==> config.mk <==
export PLATFORM = sky130hd
export DESIGN_NAME = reg_file_2r1w
export DESIGN_NICKNAME = d
export VERILOG_FILES = /design/src/rtl/reg_file_2r1w.sv
export SDC_FILE = /design/constraint.sdc
export NUM_CORES = 1
export LEC_CHECK = 0
export CAP_MARGIN = 15
export CORE_ASPECT_RATIO = 0.8
export CORE_MARGIN = 2
export CORE_UTILIZATION = 50
export CTS_CLUSTER_DIAMETER = 100
export DETAILED_ROUTE_END_ITERATION = 16
export GPL_ROUTABILITY_DRIVEN = 0
export GPL_TIMING_DRIVEN = 0
export PLACE_DENSITY = 0.74
export SETUP_SLACK_MARGIN = 0.5
export SLEW_MARGIN = 10
export SYNTH_ARGS = -nofsm -noshare
export SYNTH_HDL_FRONTEND = slang
export SYNTH_SLANG_ARGS = --single-unit
==> constraint.sdc <==
create_clock -name clk -period 1.5 [get_ports clk]
set_clock_uncertainty 0.05 [all_clocks]
set_input_delay 0.15 -clock clk [delete_from_list [all_inputs] [get_ports clk]]
set_output_delay 0.15 -clock clk [all_outputs]
set_load 0.005 [all_outputs]
==> src/rtl/reg_file_2r1w.sv <==
// ---------------------------------------------------------------------------
// reg_file_2r1w
//
// Parametrised CPU register file with two combinational read ports, one
// write port and a per-register busy scoreboard. The decode/control FSM
// reads operands on ports A/B and reserves destination registers with
// rsv_en. The writeback path stores results with wr_en, which also
// releases the reservation.
//
// Parameters
//   DATA_W    width of each register in bits
//   NUM_REGS  number of architectural registers (2..64, any value)
//   ADDR_W    derived address width, $clog2(NUM_REGS); not overridable
//
// Ports
//   clk        system clock, all state updates on the rising edge
//   reset      synchronous, active-high; clears registers and scoreboard
//   rd_addr_a  read port A select      rd_data_a / rd_busy_a  port A result
//   rd_addr_b  read port B select      rd_data_b / rd_busy_b  port B result
//   wr_en      write strobe; stores wr_data and clears busy of wr_addr
//   wr_addr    write select
//   wr_data    write data
//   rsv_en     reserve strobe; sets busy of rsv_addr
//   rsv_addr   register to reserve
//   busy_vec   registered busy scoreboard, bit i belongs to register i
//
// Optional build macro
//   RF_BYPASS_EN  when defined, a write in flight is forwarded to any read
//                 port selecting the same register in the same cycle
//                 (suppressed while reset is high). When undefined, reads
//                 always return stored state.
//
// Addresses >= NUM_REGS (only reachable when NUM_REGS is not a power of
// two) read as data 0 / busy 0, and writes or reservations to them are
// dropped.
// ---------------------------------------------------------------------------
module reg_file_2r1w #(
  parameter  int DATA_W   = 16,
  parameter  int NUM_REGS = 8,
  localparam int ADDR_W   = $clog2(NUM_REGS)
) (
  input  logic              clk,
  input  logic              reset,

  input  logic [ADDR_W-1:0] rd_addr_a,
  output logic [DATA_W-1:0] rd_data_a,
  output logic              rd_busy_a,

  input  logic [ADDR_W-1:0] rd_addr_b,
  output logic [DATA_W-1:0] rd_data_b,
  output logic              rd_busy_b,

  input  logic              wr_en,
  input  logic [ADDR_W-1:0] wr_addr,
  input  logic [DATA_W-1:0] wr_data,

  input  logic              rsv_en,
  input  logic [ADDR_W-1:0] rsv_addr,

  output logic [NUM_REGS-1:0] busy_vec
);

  // Result of one read port: data plus scoreboard flag.
  typedef struct packed {
    logic [DATA_W-1:0] data;
    logic              busy;
  } rd_result_t;

  logic [DATA_W-1:0] mem [NUM_REGS];

  // True when an address names an existing register. Constant-true (and
  // optimised away) when NUM_REGS is a power of two.
  function automatic logic in_range(input logic [ADDR_W-1:0] addr);
    return 32'(addr) < NUM_REGS;
  endfunction

  logic wr_hit;
  logic rsv_hit;

  assign wr_hit  = wr_en  && in_range(wr_addr);
  assign rsv_hit = rsv_en && in_range(rsv_addr);

  // -------------------------------------------------------------------------
  // Storage and scoreboard
  // -------------------------------------------------------------------------
  always_ff @(posedge clk) begin
    if (reset) begin
      // NOTE: the data array is deliberately reset (not left to power-up
      // contents) so that no register can ever read back X after reset.
      for (int i = 0; i < NUM_REGS; i++) begin
        mem[i] <= '0;
      end
      busy_vec <= '0;
    end else begin
      // NOTE: non-blocking assignments throughout; with several targets
      // possibly hitting the same busy bit, the last scheduled update wins.
      if (wr_hit) begin
        mem[wr_addr]      <= wr_data;
        busy_vec[wr_addr] <= 1'b0;
      end
      // Placed after the write release so that a same-register reserve
      // overrides it: a new producer has just been issued.
      if (rsv_hit) begin
        busy_vec[rsv_addr] <= 1'b1;
      end
    end
  end

  // -------------------------------------------------------------------------
  // Read ports
  // -------------------------------------------------------------------------
  function automatic rd_result_t read_port(input logic [ADDR_W-1:0] addr);
    rd_result_t res;
    res = '{data: '0, busy: 1'b0};
    if (in_range(addr)) begin
      res.data = mem[addr];
      res.busy = busy_vec[addr];
`ifdef RF_BYPASS_EN
      // Forward the write in flight. The busy flag then reflects what the
      // scoreboard will hold after this edge: released unless re-reserved.
      if (!reset && wr_hit && (wr_addr == addr)) begin
        res.data = wr_data;
        res.busy = rsv_hit && (rsv_addr == addr);
      end
`endif
    end
    return res;
  endfunction

  rd_result_t res_a;
  rd_result_t res_b;

  always_comb begin
    // NOTE: every always_comb output gets a default first so no path can
    // leave it unassigned and infer a latch.
    res_a = '0;
    res_b = '0;
    res_a = read_port(rd_addr_a);
    res_b = read_port(rd_addr_b);
  end

  assign rd_data_a = res_a.data;
  assign rd_busy_a = res_a.busy;
  assign rd_data_b = res_b.data;
  assign rd_busy_b = res_b.busy;

endmodule

==> results_dict.tcl <==
set metrics [dict create \
    status "finished, violations left" \
    violations "setup timing" \
    design.die.area_um2 15700 \
    worstSetupPathType "reg2out" \
    numCtsBuffers 17 \
    drive_gt1_share_pct 68.1 \
    cts_num_sinks 136 \
    grt_usage_pct 31.1 \
    drt_iter0_drc 729 \
    cts_root_buf "clkbuf_16" \
    wirelength_mm 23.4 \
    hold_slack_ns 0.0808 \
    critPathMaxFanout 2 \
    yosysSeqAreaShare_pct 54.3 \
    insertion_delay_ns 0.43 \
    drc 0 \
    final_cell_count_no_fill 807 \
    final_common_cell "edfxtp_1" \
    port_buffers 66 \
    antenna_found_initial 0 \
    cts_tree "yes" \
    finalSetupTns_ns -15.87 \
    die_h_um 113 \
    postRouteAntennaNets 0 \
    hp-class "in2reg" \
    post-route-min-period_ns 2.13 \
    peakVddDrop_mv 0.936 \
    overflow 0 \
    crit_slowest_cell "mux4_2" \
    row_count 39 \
    cpMostUsedCell "buf_6" \
    rsz0062_at_grt "yes" \
    syn_to_final_growth_pct 42.1 \
    p_leak_uw 0.00367 \
    postLayoutCoreUtil_pct 73.0 \
    dpl_worst_slack_ns -0.756 \
    clkTransAtPathRegs_ns 0.06 \
    dpl.cell_count 727 \
    avgSynthCellArea_um2 15.4 \
    worstMarginPinSlew_ns 0.619 \
    end_kind "output port" \
    maxCapViolCount 0 \
    drv_slew 0 \
    fmax_mhz 470 \
    die_w_um 140 \
    syn_inst 477 \
    arrival_ns 1.93 \
    core-area_um2 14300 \
    io_pins 74 \
    cpLargestDelayFamily "multiplexers" \
    ctsHoldBuffers 0 \
    setup_violations 34 \
    relSlewSlack_pct 58.8 \
    period_share_pct 142 \
    hold_viol 0 \
    synth_area_um2 7370 \
    grt_pass1_wl_mm 34.9 \
    synth.distinct_cells 26 \
    htreeDepth 4 \
    yosysWarnings 0 \
    ys_ff_latch 136 \
    grt_pass1_vias 5335 \
    cp_data_required_time_ns 1.30 \
    diodes 0 \
    crit_chain "buf_6, mux4_2, mux2_4, buf_6" \
    worst_slack_ns -0.626 \
    final_cell_mix "128 x edfxtp_1, 102 x nor3_2, 68 x mux4_2, 54 x buf_6, 37 x buf_4" \
    dp_hpwl_mm 15.1 \
    worst_setup_path_start_kind "flip-flop" \
    first_pass_iters 5 \
    critPathBufInv 2 \
    vias_per_cell 6.54 \
    vias 5277 \
    p_per_area_nw_per_um2 996 \
    grt_max_degree 17 \
    post_drt_wl_per_cell_um 29.0 \
    fin_nets 644 \
    max_stage_delay_ns 0.51 \
    clock_path_buffers 2 \
    synth.net_count 509 \
    initial_utilization_pct 51.4 \
]
-- cell type report --
type	instances	area (um^2)
repair buffers	112	1190
multi-input cells	268	3660
fillers	894	3870
well taps	184	230
flip-flops and latches	136	4020
clock buffers	18	429
repair inverters	1	6.26
clock inverters	12	87.6
inverters	24	129
plain buffers	52	722
-- stage by stage --
stage | area [um^2] | total power (uW)
after detailed placement | 9230 | 6430
final | 10500 | 10400
after CTS | 10300 | 10300
after floorplan | 8340 | 5680
after global placement | 9230 | 6380
after global routing | 10500 | 10700
-- final timing paths --
kind,start,end,slack [ns],cells after the start
max,mem[5][3]$_SDFFCE_PN0P_,rd_data_a[3],-0.63,4
min,rsv_addr[1],busy_vec[7]$_SDFF_PP0_,0.08,3
max reg2reg,busy_vec[0]$_SDFF_PP0_,busy_vec[0]$_SDFF_PP0_,0.51,4
min reg2reg,busy_vec[6]$_SDFF_PP0_,busy_vec[6]$_SDFF_PP0_,0.49,2
-- sequential cells by signal (all words and copies together), names as in the netlist --
signal and flops:
mem 128, busy_vec 8
-- kinds of logic (layout without fill, tap and decap cells) --
family,after synthesis,count (layout),synth area share [%]
multiplexers,102,102,28.4
AO/OA/AOI/OAI,9,9,1.07
AND/OR/NAND/NOR,154,157,11.3
buffers and inverters,76,219,4.86
flip-flops,136,136,54.3
-- worst register-to-register path, stage by stage, from the launching register on --
cell	delay (ns)
dfxtp_2	0.35
buf_6	0.10
buf_6	0.08
inv_1	0.04
o32ai_2	0.26
-- layer usage --
metal / wire (um) / global-route usage [%] / share of wire [%] / vias to the layer above
met2: 11300 / 48.2 / 48 / 308
li1: - / - / - / 2200
met1: 9610 / 44.7 / 41 / 2741
met3: 2180 / 7.81 / 9.3 / 28
met5: 0 / 0 / 0 / -
met4: 307 / 8.13 / 1.3 / 0
-- repair_timing --
item	4_1_cts	5_1_grt
gates cloned	5	1
resized for setup	294	23
endpoints found under the hold margin	0	0
endpoints found under the setup margin	304	207
buffers inserted	33	11
pin swaps	12	7
-- synth_stat cells --
cell type  instances  share of area, %
or3b_1             1              0.12
buf_2              8              0.54
mux4_1            48                17
nand2b_1           3              0.25
inv_1              8              0.41
clkinv_1          16              0.82
nand3b_1           2              0.20
edfxtp_1         128                52
nand2_1            2              0.10
or3_1              1             0.085
or3b_2             2              0.24
buf_6              8               1.2
clkbuf_1          23               1.2
nor3_1           128               8.7
o32ai_1            7              0.83
or2_2              8              0.68
nor4bb_1           3              0.41
nor4b_1            1              0.12
a41oi_1            1              0.12
mux2_2            34               5.2
o2bb2ai_1          1              0.12
mux4_2            20               6.1
and4b_1            3              0.41
dfxtp_1            8               2.2
clkbuf_2           2              0.14
buf_1             11              0.56
-- where the power goes --
part,switching [uW],internal [uW]
clock,1560,2210
combinational,979,1150
sequential,126,4400
total,2660,7770
No activity file was read; power rests on OpenSTA's default activity.
